==> config.mk <==
export PLATFORM = sky130hd
export DESIGN_NAME = uart_tx_engine
export DESIGN_NICKNAME = d
export VERILOG_FILES = /design/src/rtl/uart_pkg.sv /design/src/rtl/uart_bit_timer.sv /design/src/rtl/uart_tx_engine.sv
export SDC_FILE = /design/constraint.sdc
export NUM_CORES = 1
export LEC_CHECK = 0
export CAP_MARGIN = 20
export CORE_MARGIN = 3
export CORE_UTILIZATION = 45
export DETAILED_ROUTE_END_ITERATION = 6
export PLACE_DENSITY = 0.69
export RECOVER_POWER = 50
export SYNTH_ARGS = -nofsm -noshare
export SYNTH_HDL_FRONTEND = slang
export SYNTH_HIERARCHICAL = 1
export SYNTH_SLANG_ARGS = --single-unit
==> constraint.sdc <==
create_clock -name clk -period 9.46 [get_ports clk]
set_input_delay 1.892 -clock clk [delete_from_list [all_inputs] [get_ports clk]]
set_output_delay 1.892 -clock clk [all_outputs]
set_load 0.01 [all_outputs]
==> src/rtl/uart_pkg.sv <==
// Shared UART definitions: frame geometry, divisor width, TX FSM states and
// the parity helper used when a frame is assembled.
package uart_pkg;

  localparam int UART_FRAME_BITS = 11;
  localparam int UART_BAUD_W     = 19;

  typedef enum logic {
    IDLE  = 1'b0,
    SHIFT = 1'b1
  } tx_state_e;

  // XOR over the 7 or 8 active data bits; odd_sense inverts it for odd parity.
  function automatic logic parity_bit(input logic [7:0] d,
                                      input logic       eight,
                                      input logic       odd_sense);
    logic p;
    p = ^d[6:0];
    if (eight) p = p ^ d[7];
    return p ^ odd_sense;
  endfunction

endpackage

==> src/rtl/uart_bit_timer.sv <==
// Bit-time divisor: latches the cycles-per-bit on start and pulses bit_tick_o
// in the last cycle of every bit period while enabled.
module uart_bit_timer
  import uart_pkg::*;
#(
  parameter int BAUD_W = UART_BAUD_W
) (
  input  logic              clk,
  input  logic              reset_n,
  input  logic              start_i,
  input  logic              en_i,
  input  logic [BAUD_W-1:0] k_i,
  output logic              bit_tick_o
);

  localparam logic [BAUD_W-1:0] ONE = BAUD_W'(1);

  logic [BAUD_W-1:0] k_q, k_d;
  logic [BAUD_W-1:0] cnt_q, cnt_d;

  assign bit_tick_o = en_i && (cnt_q == (k_q - ONE));

  always_comb begin
    k_d   = k_q;
    cnt_d = cnt_q;
    if (start_i) begin
      // A divisor of zero would never tick; treat it as one cycle per bit.
      k_d   = (k_i == '0) ? ONE : k_i;
      cnt_d = '0;
    end else if (en_i) begin
      cnt_d = bit_tick_o ? '0 : (cnt_q + ONE);
    end
  end

  always_ff @(posedge clk or negedge reset_n) begin
    if (!reset_n) begin
      k_q   <= ONE;
      cnt_q <= '0;
    end else begin
      k_q   <= k_d;
      cnt_q <= cnt_d;
    end
  end

endmodule

==> src/rtl/uart_tx_engine.sv <==
// UART transmit engine: assembles an 11-bit frame on load and shifts it out
// LSB first, one bit per latched divisor period, with a done pulse at the end.
module uart_tx_engine
  import uart_pkg::*;
#(
  parameter int BAUD_W     = UART_BAUD_W,
  parameter int FRAME_BITS = UART_FRAME_BITS
) (
  input  logic              clk,
  input  logic              reset_n,
  input  logic              load,
  input  logic [7:0]        data,
  input  logic [BAUD_W-1:0] baud_k,
  input  logic              eight,
  input  logic              pen,
  input  logic              ohel,
  output logic              tx,
  output logic              tx_done,
  output logic              busy
);

  localparam int CNT_W = $clog2(FRAME_BITS + 1);
  localparam logic [CNT_W-1:0] LAST_BIT = CNT_W'(FRAME_BITS - 1);

  tx_state_e             state_q, state_d;
  logic [FRAME_BITS-1:0] shift_q, shift_d;
  logic [CNT_W-1:0]      bit_cnt_q, bit_cnt_d;
  logic                  tx_q, tx_d;
  logic                  tx_done_q, tx_done_d;
  logic                  accept;
  logic                  bit_tick;
  logic                  par;
  logic [FRAME_BITS-1:0] frame;

  uart_bit_timer #(
    .BAUD_W (BAUD_W)
  ) u_bit_timer (
    .clk        (clk),
    .reset_n    (reset_n),
    .start_i    (accept),
    .en_i       (state_q == SHIFT),
    .k_i        (baud_k),
    .bit_tick_o (bit_tick)
  );

  always_comb begin
    state_d   = state_q;
    shift_d   = shift_q;
    bit_cnt_d = bit_cnt_q;
    tx_d      = tx_q;
    tx_done_d = 1'b0;
    accept    = 1'b0;

    // Unused trailing positions stay at the stop/idle level.
    par        = parity_bit(data, eight, ohel);
    frame      = '1;
    frame[0]   = 1'b0;
    frame[7:1] = data[6:0];
    frame[8]   = eight ? data[7] : (pen ? par : 1'b1);
    frame[9]   = eight ? (pen ? par : 1'b1) : 1'b1;

    case (state_q)
      IDLE: begin
        if (load) begin
          accept    = 1'b1;
          state_d   = SHIFT;
          tx_d      = frame[0];
          shift_d   = {1'b1, frame[FRAME_BITS-1:1]};
          bit_cnt_d = '0;
        end
      end
      SHIFT: begin
        if (bit_tick) begin
          if (bit_cnt_q == LAST_BIT) begin
            state_d   = IDLE;
            tx_d      = 1'b1;
            tx_done_d = 1'b1;
            shift_d   = '1;
            bit_cnt_d = '0;
          end else begin
            tx_d      = shift_q[0];
            shift_d   = {1'b1, shift_q[FRAME_BITS-1:1]};
            bit_cnt_d = bit_cnt_q + CNT_W'(1);
          end
        end
      end
      default: state_d = IDLE;
    endcase
  end

  always_ff @(posedge clk or negedge reset_n) begin
    if (!reset_n) begin
      state_q   <= IDLE;
      shift_q   <= '1;
      bit_cnt_q <= '0;
      tx_q      <= 1'b1;
      tx_done_q <= 1'b0;
    end else begin
      state_q   <= state_d;
      shift_q   <= shift_d;
      bit_cnt_q <= bit_cnt_d;
      tx_q      <= tx_d;
      tx_done_q <= tx_done_d;
    end
  end

  assign tx      = tx_q;
  assign tx_done = tx_done_q;
  assign busy    = (state_q == SHIFT);

endmodule

; After elaboration in Yosys (flattened, before gate mapping)
; Cells that the tools add are included.
[word_totals]
register_bits = 56
input_bits = 33
output_inout_bits = 3
wordCells = 50
[classes]
add_sub_neg = 3
n_eq_ne = 4
muxes = 28
bitwise = 3
n_reduce_logical = 5
[op_table]
columns = op, count
row1 = 19-bit two-way mux, 4
row2 = 11-bit two-way mux, 2
row3 = 11-bit case mux with 2 select lines, 1
row4 = "19-bit by 1-bit adder with 19-bit output, second input constant", 1
row5 = 19-bit == test, 1
row6 = 19-bit logical NOT, 1
row7 = "19-bit by 1-bit subtractor with 19-bit output, second input constant", 1
row8 = 1-bit two-way mux, 14
row9 = 4-bit two-way mux, 3
row10 = 10-bit two-way mux, 1
row11 = 4-bit case mux with 2 select lines, 1
row12 = 7-bit parity, 1
row13 = "4-bit by 1-bit adder with 4-bit output, second input constant", 1
row14 = "4-bit == test, second input constant", 1
row15 = 1-bit case mux with 2 select lines, 2
row16 = "2-bit by 1-bit inequality test with 1-bit output, second input constant", 1
row17 = "2-bit inequality test, second input constant", 1
row18 = 2-bit AND reduction, 1
row19 = 2-bit nonzero test, 1
row20 = 1-bit XOR, 2
row21 = 1-bit logical AND, 1
row22 = 1-bit inverter, 1

; Longest topological paths before layout
; Gate-level depths: netlist (run 1).
[logic_depth]
depth_word = 8
depth_mapped = 14
ltp_nobuf = 13

; Modules after synthesis
; Netlist (run 1), hierarchy kept.
[by_module_without_submodules]
columns = mod, n_inst, cells_each, area_each_um2, seq_area_each_um2
row1 = uart_bit_timer, 1, 269, 2533.7, 952.2
row2 = uart_tx_engine, 1, 96, 853.3, 412.9

; Worst setup path before layout (run 1)
; Ideal clock, no wire load.
[synth_path]
path_kind = in2reg
start = in load
end = reg u_bit_timer.k_q[10]
setup_ps = 125
t_arrival_ps = 3353
required_ps = 9335
path_slack_ps = 5982
cell_stages = 5
n_path_buf = 3
cell_sequence = nor2b_1 -> clkbuf_1 -> clkbuf_1 -> buf_1 -> mux2_2
[synth_between]
elab_chain_cells = 2
[synth_rtl]
columns = item, line
row1 = from (decl), uart_tx_engine.sv:11  ; input logic load,
row2 = 1-bit two-way mux, uart_tx_engine.sv:64  ; if (load) begin
row3 = 1-bit two-way mux, uart_tx_engine.sv:62  ; case (state_q)
row4 = named net accept, uart_tx_engine.sv:30  ; logic accept;
row5 = to (signal assigned), uart_bit_timer.sv:40  ; k_q <= k_d;
row6 = to (decl), uart_bit_timer.sv:18  ; logic [BAUD_W-1:0] k_q, k_d;
; The timed path passes the listed nets, and every way through them passes these cells.
; A chain may end at the register's enable or synchronous reset.

; Final worst setup path (run 1)
[layout_path]
start = in load
end = reg shift_q[7]
[layout_between]
elab_chain_cells = 2
[layout_rtl]
columns = item, line
row1 = 2-bit inequality test (no source line), n/a
row2 = 2-bit AND reduction (no source line), n/a
row3 = to (signal assigned), uart_tx_engine.sv:100  ; shift_q <= shift_d;
row4 = to (decl), uart_tx_engine.sv:26  ; logic [FRAME_BITS-1:0] shift_q, shift_d;
; No other way between the ends.

==> impl_metrics.tcl, run 1 <==
set metrics [dict create \
    multi_input_area_sq_um 1910 \
    row_count 30 \
    leakage_nw 1.51 \
    worstPathCellList "clkdlybuf4s50_1 -> nor2b_2 -> clkbuf_1 -> nor2_1 -> a21oi_1 -> o221ai_1 -> o221ai_1" \
    setup_violations 0 \
    clockBufferDepth 2 \
    violations "max-capacitance violations, max-slew violations" \
    yosys.cell_count.top_type "dfrtp_1" \
    async_reset_ff_share_pct 100 \
    min_from "shift_q[6]" \
    syn_nets 402 \
    synthTopCellsByCount "43 x dfrtp_1, 34 x nand2_1, 34 x nor2_1" \
    reg2reg_depth 11 \
    switching_share_pct 31.5 \
    drive_gt1_share_pct 14.8 \
    end_kind "flop" \
    clock_latency_ps 310 \
    slew_headroom_pct -87.5 \
    avgViaCountPerCell 5.49 \
    cpPeakStageDelay_ps 1240 \
    grt_max_degree 55 \
    vias 2672 \
    cpMaxStageDelayCell "clkbuf_1" \
    dr_wl_met2_mm 3.38 \
    r2r-start "u_bit_timer/k_q[2]" \
    ctsHoldBuffers 0 \
    yosysTopAreaCell "dfrtp_1" \
    synth_xor_area_share_pct 11.9 \
    r2r-end "shift_q[7]" \
    drt-initial-drc-count 103 \
    rsz0062_at_grt "false" \
    report.final.slew_viol_count 93 \
    die-area_sq_um 8600 \
    antenna_found_initial 0 \
    nNetsFinal 427 \
    yosys_warnings 6 \
    critPathKind "input pin to flop" \
    routed-wl-met3_um 229 \
    cts_setup_buffers 0 \
    coreArea_sq_um 7060 \
    cts_root_buffer "clkbuf_8" \
    r2r_slack_ps 5660 \
    dp_hpwl_mm 5.48 \
    wl_met1_mm 3.68 \
    synth_enable_flop_cells 0 \
    gr-total-overflow 0 \
    powerDensity_nw_per_um2 165 \
    worst-path-max-fanout 37 \
    fin_crit_ps 4590 \
    grt_pass1_vias 2662 \
    p_seq_share_pct 48.6 \
    die_w_um 92.8 \
    route.detailed.drc 0 \
    drv_cap 2 \
    yosys-top-cells-area "dfrtp_1 32%, dfstp_2 8.5%, xnor2_1 6.7%, mux2_2 6.0%, xor2_1 5.2%" \
    synth_cells 365 \
    pwr-share-comb_pct 26.2 \
    setup_tns_ps 0 \
    grt_pass1_wl_mm 12.8 \
    arrival_ps 4810 \
    wl_per_cell_um 15.2 \
    synth-seq-cells 54 \
    place_congestion 0.844 \
    maxUsedRoutingLayer "met4" \
    clkPwrFrac_pct 25.1 \
    fill_cells 686 \
    synthMuxAreaShare_pct 6.58 \
    ant_nets 0 \
    die_h_um 92.8 \
    cts_sinks 54 \
    ys_seq_area_share_pct 40.3 \
    yosys.area.top_type_share_pct 31.8 \
    clock_skew_ps 6.21 \
    ir_drop_v 0.0000670 \
    switching_power_mw 0.202 \
    drt_pass1_iterations 4 \
    total_power_mw 0.643 \
    synth-compound-area-share_pct 11.3 \
    holdPathEnd "shift_q[6]" \
    crit_start "load" \
    wirelength_mm 7.38 \
    place_area_sq_um 3780 \
    worstMarginPinSlew_ps 2810 \
    holdPathStages 2 \
    synth_area_sq_um 3390 \
    cts_inserted_buffers 5 \
    ys_types 53 \
    power.internal_mw 0.440 \
    pin_count 36 \
    initial_utilization_pct 48.0 \
    synth_top_family_by_area "simple AND/OR/NAND/NOR gates" \
    synthAdderAreaFrac_pct 1.48 \
    area_delta_synth_final_pct 14.9 \
    clkSlewWorstSetupHoldPaths_ps 100 \
    io_buffers 35 \
    fmax_mhz 218 \
    ys.flop_type "dfrtp_1" \
    hp-class "flop to flop" \
    crit_top_cell "o221ai_1" \
    outcome "finished with violations" \
    regArea_sq_um 1370 \
    min_period_over_period_pct 48.5 \
    synth.avg_cell_area_sq_um 9.28 \
    num_antenna_cells 0 \
    htree_levels 2 \
    cts-resized-gates 0 \
    start_kind "input pin" \
    hold_viol 0 \
    crit_required_ps 9690 \
    grt_use_total_pct 18.4 \
    synthSimpleGateAreaFrac_pct 25.2 \
    cts_tree "built" \
    final_area_sq_um 3890 \
]
==> sequential cells by signal, indices dropped and copies added, names as in the netlist <==
signal             count
shift_q                9
bit_cnt_q              4
u_bit_timer/cnt_q     19
u_bit_timer/k_q       19
busy                   1
tx_done                1
tx                     1
==> placed cells by master, fill, tap and decap left out, drive strengths merged, types with 2 or more instances in the layout <==
master	count
or3	4
o221ai	3
xnor2	26
clkdlybuf4s50	34
mux2i	2
xor2	20
clkbuf	9
a21oi	15
o31ai	5
nand3	16
or4	4
o211ai	5
nor3b	3
nand4	6
nand3b	3
dfrtp	43
o21ai	20
dfstp	11
or2	2
nand2	34
mux2	18
inv	6
ha	4
nor3	10
nand2b	8
nor4	13
nor2	44
and3	5
==> power groups by stage <==
stage	clock network [mW]	logic [mW]	registers, mW
floorplan	0	0.139	0.296
global placement	0	0.164	0.315
detailed placement	0	0.168	0.316
CTS	0.166	0.170	0.312
global route	0.177	0.190	0.320
finish	0.162	0.169	0.313
==> routing by layer <==
| layer | vias to the layer above | GRT usage (%) |
|---|---|---|
| met5 | - | 0 |
| met4 | 0 | 5.25 |
| met3 | 5 | 3.33 |
| met2 | 39 | 28.9 |
| met1 | 1289 | 26.1 |
| li1 | 1339 | - |
==> cells by family after synthesis <==
group / count (synthesis)
AND/OR/NAND/NOR: 158
multiplexers: 20
adder cells (fa/ha/maj): 4
flip-flops: 54
buffers and inverters: 25
AO/OA/AOI/OAI: 58
XOR/XNOR: 46
==> through the flow <==
step	setup slack [ps]	hold WS, ps	std cells	utilization [%]
floorplan	5980	456	365	-
global placement	5630	466	479	53.6
detailed placement	5600	471	479	53.6
CTS	5690	485	487	55.2
global route	4460	514	487	55.1
finish	4870	481	487	55.1
==> critical path: cells and delay by family <==
kind | cells | cell delay (ps)
buf+inv | 2 | 1740
simple gates | 2 | 690
compound gates | 3 | 490
==> final cells by class <==
class / instances / share of cell area [%]
well taps: 96 / 3.09
inverters: 6 / 0.579
repair buffers: 37 / 9.07
clock buffers: 7 / 2.22
clock inverters: 1 / 0.772
flip-flops and latches: 54 / 35.1
multi-input cells: 286 / 49.2
==> how the worst max path moves through the flow <==
stage | depth (start not counted) | to
3_3_place_gp | 7 | shift_q[7]
3_5_place_dp | 7 | shift_q[7]
4_1_cts | 11 | shift_q[7]
5_1_grt | 6 | bit_cnt_q[2]
2_1_floorplan | 5 | u_bit_timer/k_q[10]
6_report | 7 | shift_q[7]
(Power assumes the default switching activity.)
==> run 2, diff against run 1 <==
- PLACE_DENSITY: 0.69 -> 0.71
- clock period: 9.46 -> 4.2 ns (I/O delays scaled with it)
==> run 2 against run 1 <==
The flow still finishes with violations (max-capacitance violations, max-slew violations); flip-flop and latch count is the same; sequential power increased by 130%; die area is the same; combinational power is 130% higher; first-iteration DRC count rose by 53%; total power increased by 120%; clock skew grew 0.69 ps; hold slack improved by 8.6 ps; global-route usage rose by 0.75 points; non-clock buffer count up 3; critical path type is now flop to flop; largest cell class unchanged; highest routed layer unchanged.
==> impl_metrics.tcl, run 2 (synthesis gave the netlist of run 1 again) <==
set metrics [dict create \
    outcome "finished with violations" \
    violations "max-capacitance violations, max-slew violations" \
    layout_common_cells "43 x dfrtp_1, 34 x nand2_1, 34 x nor2_1" \
    grt_use_met1_pct 28.0 \
    hp-class "flop to flop" \
    htree_levels 2 \
    die_h_um 92.8 \
    slew_headroom_pct -6.84 \
    cts_tree "built" \
    setup.worst_path.end "shift_q[7]" \
    arrival_ps 3930 \
    pwr-share-comb_pct 27.6 \
    clock_latency_ps 310 \
    worstMarginPinSlew_ps 1600 \
    grt_use_total_pct 19.2 \
    hold_viol 0 \
    antenna_found_initial 0 \
    busiest_layer "met2" \
    reg.largest.list "u_bit_timer/cnt_q: 19 flops, u_bit_timer/k_q: 19 flops, shift_q: 9 flops" \
    coreArea_sq_um 7060 \
    num_antenna_cells 0 \
    die_w_um 92.8 \
    initial_utilization_pct 48.0 \
    clkSlewWorstSetupHoldPaths_ps 100 \
    worstPathCellList "inv_1 -> ha_1 -> or3b_2 -> nor4_1 -> mux2i_1 -> a21o_1 -> nand4b_4 -> nor2_1 -> and2_1 -> nor2_1 -> buf_4 -> a21oi_1 -> o221ai_1 -> o221ai_1" \
    drive_gt1_share_pct 15.5 \
    pin_count 36 \
    layout_commonest_cell "dfrtp_1" \
    switching_share_pct 33.6 \
    leakage_nw 1.52 \
    die-area_sq_um 8600 \
    cts_inserted_buffers 5 \
    report.final.slew_viol_count 31 \
    r2r-start "u_bit_timer/k_q[1]" \
    powerDensity_nw_per_um2 361 \
    p_seq_share_pct 50.6 \
    dp_hpwl_mm 5.93 \
    grt_pass1_wl_mm 13.2 \
    critPathKind "flop to flop" \
    setup_tns_ps 0 \
    cpPeakStageDelay_ps 540 \
    r2r-end "shift_q[7]" \
    met3_usage_pct 2.68 \
    grt_max_degree 31 \
    row_count 30 \
    grt_pass1_vias 2669 \
    fin_crit_ps 3700 \
    avgViaCountPerCell 5.60 \
    drt-initial-drc-count 158 \
    cts-resized-gates 0 \
    grt_util_met2_pct 30.0 \
    r2r_slack_ps 500 \
    ctsHoldBuffers 0 \
    gr-total-overflow 0 \
    clkPwrFrac_pct 21.9 \
    route.detailed.drc 0 \
    ant_nets 0 \
    power.internal_mw 0.932 \
    clock_skew_ps 6.89 \
    ir_drop_v 0.000178 \
    place_congestion 0.936 \
    start_kind "flop" \
    fill_cells 652 \
    min_period_over_period_pct 88.1 \
    reg2reg_depth 14 \
    wirelength_mm 7.91 \
    fmax_mhz 270 \
    cts_root_buffer "clkbuf_8" \
    worst-path-max-fanout 11 \
    end_kind "flop" \
    nNetsFinal 430 \
    area_delta_synth_final_pct 14.9 \
    rsz0062_at_grt "false" \
    crit_required_ps 4430 \
    drt_pass1_iterations 5 \
    crit_start "u_bit_timer/k_q[1]" \
    drv_cap 1 \
    io_buffers 35 \
    switching_power_mw 0.472 \
    cts_sinks 54 \
    cts_setup_buffers 0 \
    whs_ps 490 \
    setup_violations 0 \
    clockBufferDepth 2 \
    vias 2745 \
    cpMaxStageDelayCell "or3b_2" \
    wl_per_cell_um 16.1 \
]
[run 2: changes by cell type in the layout (fill, tap and decap cells not counted), sizes merged]
cell           change
buf                +3
bufinv             -1
clkdlybuf4s50      -1
clkinv             +1
dlygate4sd3        +1
[run 2: through the flow]
step / util, % / setup slack [ps] / power, mW / cell area (sq um) / cells
floorplan: - / 1150 / 0.979 / 3390 / 365
global placement: 53.9 / 783 / 1.09 / 3800 / 482
detailed placement: 53.9 / 613 / 1.10 / 3800 / 482
CTS: 55.2 / 531 / 1.41 / 3900 / 490
global route: 55.1 / 83.0 / 1.49 / 3890 / 490
finish: 55.1 / 498 / 1.40 / 3890 / 490
[run 2: worst min-delay path by stage]
stage / from / end / slack [ps] / cells past startpoint
after global placement: shift_q[5] / shift_q[5] / 470 / 2
final: shift_q[2] / shift_q[2] / 490 / 2
after detailed placement: shift_q[6] / shift_q[6] / 480 / 2
after global routing: shift_q[6] / shift_q[6] / 500 / 2
after floorplan: shift_q[0] / shift_q[0] / 460 / 2
after CTS: shift_q[6] / shift_q[6] / 490 / 2
[run 2: layout make-up]
| class | count | area [sq um] | share of cell area (%) |
|---|---|---|---|
| multi-input cells | 286 | 1910 | 49.2 |
| well taps | 96 | 120 | 3.09 |
| clock inverters | 1 | 5.00 | 0.129 |
| flip-flops and latches | 54 | 1370 | 35.1 |
| repair buffers | 40 | 378 | 9.71 |
| inverters | 6 | 22.5 | 0.579 |
| clock buffers | 7 | 86.3 | 2.22 |
[run 2: critical path, delay by kind of cell, from the launching register on]
| family | cells | cell delay, ps |
|---|---|---|
| compound gates | 4 | 500 |
| fa+ha+maj | 1 | 230 |
| buf+inv | 2 | 280 |
| flops | 1 | 420 |
| mux | 1 | 260 |
| simple gates | 6 | 1930 |
[run 2: per-layer routing]
metal	wire length (um)	share of wire (%)
met4	89	1.1
met2	3550	45
met5	0	0
met1	4040	51
met3	237	3.0
[run 2: power by group through the flow]
stage                     Sequential, mW  Clock, mW  Combinational [mW]
after floorplan                    0.667          0               0.312
after global placement             0.713          0               0.378
after detailed placement           0.714          0               0.384
after CTS                          0.705      0.315               0.389
after global routing               0.723      0.329               0.433
final                              0.711      0.307               0.387
==> run 3, diff against run 2 <==
- TNS_END_PERCENT: not set -> 1
==> results of run 3 <==
Same layout as run 2: the final DEF is identical, and so are final timing and power.
==> patch 1: new RTL, config.mk and constraints of run 3 <==
Change the package constant `UART_FRAME_BITS` from 11 to 13.
--- a/src/rtl/uart_pkg.sv
+++ b/src/rtl/uart_pkg.sv
@@ -3,5 +3,5 @@
 package uart_pkg;
 
-  localparam int UART_FRAME_BITS = 11;
+  localparam int UART_FRAME_BITS = 13;
   localparam int UART_BAUD_W     = 19;
 
Function: same outputs for any inputs over 10 cycles, from zero or initial values and one cycle with reset_n low; that may be too few to reach the edited logic, so the function may still have changed.
==> patch 1 against run 3 <==
Clock power grew 6.5%; design area grew 0.90%; power grew 0.41%; first-iteration DRC count shrank 3.8%; via count grew 1.2%; worst hold slack lost 0.0054 ns; sequential cell count is the same; non-clock buffer count grew 2; the flow still finishes with violations (capacitance limit, slew limit); routed wire length shrank 5.3%; count of clock-buffer cells in the layout is the same; area after synthesis grew 0.18%; setup slack gained 0.23 ns.
==> patch 1: results (changes against run 3) <==
<table>
<tr><th>Metric</th><th>Value</th></tr>
<tr><th colspan="2">Synthesis</th></tr>
<tr><td>Seq/Total Area, Yosys</td><td>40.2% (-0.074 points)</td></tr>
<tr><td>Distinct cell type count of the synthesized netlist</td><td>55 (+3.8%)</td></tr>
<tr><td>Post-synthesis instance area</td><td>0.00339 sq mm (+0.18%)</td></tr>
<tr><th colspan="2">Place</th></tr>
<tr><td>Pre-CTS worst setup slack</td><td>0.778 ns (+0.166 ns)</td></tr>
<tr><td>Post-Place Cells</td><td>489 (+1.5%)</td></tr>
<tr><td>DP HPWL</td><td>5.69 mm (-4.1%)</td></tr>
<tr><th colspan="2">Pwr</th></tr>
<tr><td>Leakage power</td><td>0.00154 uW (+1.2%)</td></tr>
<tr><td>Maximum ir drop on the vdd rail</td><td>124 uV (-30%)</td></tr>
<tr><th colspan="2">Route</th></tr>
<tr><td>Number of design-rule violations left by the first detailed-router iteration</td><td>152 (-3.8%)</td></tr>
<tr><td>WL met2</td><td>3.60 mm (+1.6%)</td></tr>
<tr><td>Total number of vias</td><td>2778 (+1.2%)</td></tr>
<tr><td>Drt pass-1 iters</td><td>4 (-1)</td></tr>
<tr><td>Vias per cell</td><td>5.59 (-0.22%)</td></tr>
<tr><th colspan="2">Timing</th></tr>
<tr><td>Total count of max-transition violations in the final report</td><td>34 (+9.7%)</td></tr>
<tr><td>Worst setup skew after layout</td><td>0.00905 ns (+0.00215 ns)</td></tr>
<tr><td>Hold WS</td><td>0.485 ns (-0.00540 ns)</td></tr>
<tr><th colspan="2">Status</th></tr>
<tr><td>Run status</td><td>finished with violations</td></tr>
<tr><td>Violated checks</td><td>capacitance limit, slew limit</td></tr>
<tr><th colspan="2">Final layout</th></tr>
<tr><td>Non-clk invs</td><td>9 (+3)</td></tr>
<tr><td>Area used by multi-input combinational logic</td><td>0.00191 sq mm (-0.39%)</td></tr>
<tr><td>Layout multi-input combinational cell count</td><td>285 (-0.35%)</td></tr>
<tr><th colspan="2">Job</th></tr>
<tr><td>Max-cap violations</td><td>1 (unchanged)</td></tr>
<tr><th colspan="2">Global route</th></tr>
<tr><td>First-pass GRT wire length</td><td>13.1 mm (-0.89%)</td></tr>
<tr><td>Met2 usage</td><td>30.4% (+0.38 points)</td></tr>
<tr><th colspan="2">Worst setup path</th></tr>
<tr><td>Delay of the slowest critical-path stage</td><td>0.52 ns (-0.02 ns)</td></tr>
</table>
patch 1: logic make-up after synthesis:
family | Yosys count | share of synthesized area, %
AOI/OAI and AO/OA | 62 | 11.8
xor gates and xnor gates | 45 | 11.6
adders and majority gates | 4 | 1.47
buffers and inverters | 28 | 3.65
DFF | 54 | 40.2
muxes | 20 | 6.56
and+or+nand+nor | 154 | 24.7
patch 1: worst max path at each step:
stage / start / endpoint / slack [ns] / depth (start not counted)
floorplan: u_bit_timer/k_q[10] / shift_q[7] / 1.17 / 12
global placement: u_bit_timer/k_q[10] / shift_q[7] / 0.90 / 12
detailed placement: u_bit_timer/k_q[1] / shift_q[7] / 0.78 / 14
CTS: u_bit_timer/k_q[1] / shift_q[7] / 0.74 / 14
global route: u_bit_timer/k_q[1] / shift_q[7] / 0.33 / 14
finish: u_bit_timer/k_q[1] / shift_q[7] / 0.73 / 14
patch 1: report_power, final:
group	internal, uW	switching [uW]	total (uW)
combinational	198	184	382
clock	155	172	327
sequential	598	104	702
total	950	460	1410
==> patch 2: new RTL, flow settings as in run 3 <==
Without the edit above. Register the inputs `load`, `data`, `baud_k`, `eight`, `pen` and `ohel` before use, cleared by the reset. The logic sees them one clock later.
--- a/src/rtl/uart_tx_engine.sv
+++ b/src/rtl/uart_tx_engine.sv
@@ -23,4 +23,29 @@
   localparam logic [CNT_W-1:0] LAST_BIT = CNT_W'(FRAME_BITS - 1);
 
+  logic load_q;
+  logic [7:0] data_q;
+  logic [BAUD_W-1:0] baud_k_q;
+  logic eight_q;
+  logic pen_q;
+  logic ohel_q;
+
+  always_ff @(posedge clk or negedge reset_n) begin
+    if (!reset_n) begin
+      load_q   <= '0;
+      data_q   <= '0;
+      baud_k_q <= '0;
+      eight_q  <= '0;
+      pen_q    <= '0;
+      ohel_q   <= '0;
+    end else begin
+      load_q   <= load;
+      data_q   <= data;
+      baud_k_q <= baud_k;
+      eight_q  <= eight;
+      pen_q    <= pen;
+      ohel_q   <= ohel;
+    end
+  end
+
   tx_state_e             state_q, state_d;
   logic [FRAME_BITS-1:0] shift_q, shift_d;
@@ -40,5 +65,5 @@
     .start_i    (accept),
     .en_i       (state_q == SHIFT),
-    .k_i        (baud_k),
+    .k_i        (baud_k_q),
     .bit_tick_o (bit_tick)
   );
@@ -53,14 +78,14 @@
 
     // Unused trailing positions stay at the stop/idle level.
-    par        = parity_bit(data, eight, ohel);
+    par        = parity_bit(data_q, eight_q, ohel_q);
     frame      = '1;
     frame[0]   = 1'b0;
-    frame[7:1] = data[6:0];
-    frame[8]   = eight ? data[7] : (pen ? par : 1'b1);
-    frame[9]   = eight ? (pen ? par : 1'b1) : 1'b1;
+    frame[7:1] = data_q[6:0];
+    frame[8]   = eight_q ? data_q[7] : (pen_q ? par : 1'b1);
+    frame[9]   = eight_q ? (pen_q ? par : 1'b1) : 1'b1;
 
     case (state_q)
       IDLE: begin
-        if (load) begin
+        if (load_q) begin
           accept    = 1'b1;
           state_d   = SHIFT;
Function: changed (a bounded check fails within 4 cycles, from zero or initial values and one cycle with reset_n low).
==> patch 2 against run 3 <==
Synthesized cell count is 8.5% higher; area after synthesis grew 23%; final cell count rose by 10%; design area grew 23%; sequential cell count up 31; routed wire length barely moved; fmax down 1.4%; die area up 21%; power increased by 41%; setup slack worse by 0.052 ns; critical path type unchanged; critical endpoint unchanged; largest power group unchanged.
==> patch 2: results (changes against run 3) <==
<table>
<tr><th>Metric</th><th>Value</th></tr>
<tr><th colspan="2">Global route</th></tr>
<tr><td>Maximum number of pins on one net before global-route repair</td><td>86 (+180%)</td></tr>
<tr><td>GRT Overall Usage</td><td>16.3% (-2.8 points)</td></tr>
<tr><td>Met1 routing resource usage after global routing</td><td>23.8% (-4.2 points)</td></tr>
<tr><td>First-pass GRT wire length</td><td>13.4 mm (+1.7%)</td></tr>
<tr><th colspan="2">Final layout</th></tr>
<tr><td>Fill cell instance count of the final layout</td><td>796 (+22%)</td></tr>
<tr><th colspan="2">Synthesis</th></tr>
<tr><td>Compound-Gate Fraction of Synth Area</td><td>9.17% (-2.1 points)</td></tr>
<tr><td>Share of synthesized cell area in full adder, half adder and majority cells</td><td>1.20% (-0.28 points)</td></tr>
<tr><td>Share of cell area taken by muxes after synthesis</td><td>5.35% (-1.2 points)</td></tr>
<tr><td>Number of instances in the synthesized netlist</td><td>396 (+8.5%)</td></tr>
<tr><td>Xor and xnor fraction of the mapped netlist area</td><td>9.68% (-2.2 points)</td></tr>
<tr><th colspan="2">Worst setup path</th></tr>
<tr><td>Startpoint of the worst setup timing path</td><td>u_bit_timer/k_q[10]</td></tr>
<tr><td>Critical Path AT</td><td>4.02 ns (+0.09 ns)</td></tr>
<tr><td>Worst Reg2Reg Path Length in Cells</td><td>11 (-3)</td></tr>
<tr><th colspan="2">Status</th></tr>
<tr><td>Run status</td><td>finished, final reports clean</td></tr>
<tr><th colspan="2">Min path</th></tr>
<tr><td>Worst Hold Endpoint</td><td>shift_q[1]</td></tr>
<tr><td>Start point of the worst min-delay path</td><td>shift_q[1]</td></tr>
<tr><th colspan="2">Clock tree</th></tr>
<tr><td>Clock buffer count from CTS</td><td>9 (+4)</td></tr>
<tr><td>Htree depth</td><td>3 (+1)</td></tr>
<tr><th colspan="2">Timing</th></tr>
<tr><td>Pin slew with the least headroom to its limit</td><td>1.43 ns (-0.173 ns)</td></tr>
<tr><td>Worst setup skew after layout</td><td>0.0158 ns (+0.00888 ns)</td></tr>
<tr><th colspan="2">Place</th></tr>
<tr><td>Weighted congestion reported at the end of routability-driven placement</td><td>0.885 (-5.4%)</td></tr>
<tr><td>Area post-placement</td><td>0.00459 sq mm (+21%)</td></tr>
<tr><td>DP HPWL</td><td>5.66 mm (-4.7%)</td></tr>
<tr><th colspan="2">Route</th></tr>
<tr><td>Routed metal-1 wirelength</td><td>3.69 mm (-8.6%)</td></tr>
<tr><td>Total wirelength of the detailed-routed design</td><td>7.91 mm (about the same)</td></tr>
<tr><td>Total number of vias</td><td>2980 (+8.6%)</td></tr>
<tr><th colspan="2">Die</th></tr>
<tr><td>Initial cell density of the core</td><td>47.0% (-0.95 points)</td></tr>
<tr><th colspan="2">Pwr</th></tr>
<tr><td>Maximum ir drop on the vdd rail</td><td>249 uV (+40%)</td></tr>
<tr><td>Switching share of total power</td><td>29.7% (-4.0 points)</td></tr>
</table>
patch 2: metrics by stage:
step	setup WS (ns)	util (%)	hold slack, ns
6_report	0.445	54.2	0.481
5_1_grt	0.172	54.2	0.505
4_1_cts	0.486	54.2	0.485
3_5_place_dp	0.542	51.9	0.472
3_3_place_gp	0.656	51.9	0.467
2_1_floorplan	1.15	-	0.453
patch 2: power by group through the flow:
stage | Sequential, uW | Clock (uW) | Combinational [uW]
finish | 1020 | 589 | 370
global route | 1040 | 641 | 414
CTS | 1020 | 606 | 378
detailed placement | 1030 | 0 | 374
global placement | 1030 | 0 | 367
floorplan | 982 | 0 | 307
patch 2: cell type report:
type,count,area share [%]
clock buffers,10,2.87
clock inverters,6,1.43
inverters,6,0.469
multi-input cells,286,39.9
flip-flops and latches,85,44.6
well taps,108,2.82
repair buffers,40,7.90
patch 2: kinds of logic after synthesis:
family | after synthesis
compound gates | 58
simple gates | 158
xor+xnor | 46
flops | 85
fa+ha+maj | 4
mux | 20
buf+inv | 25
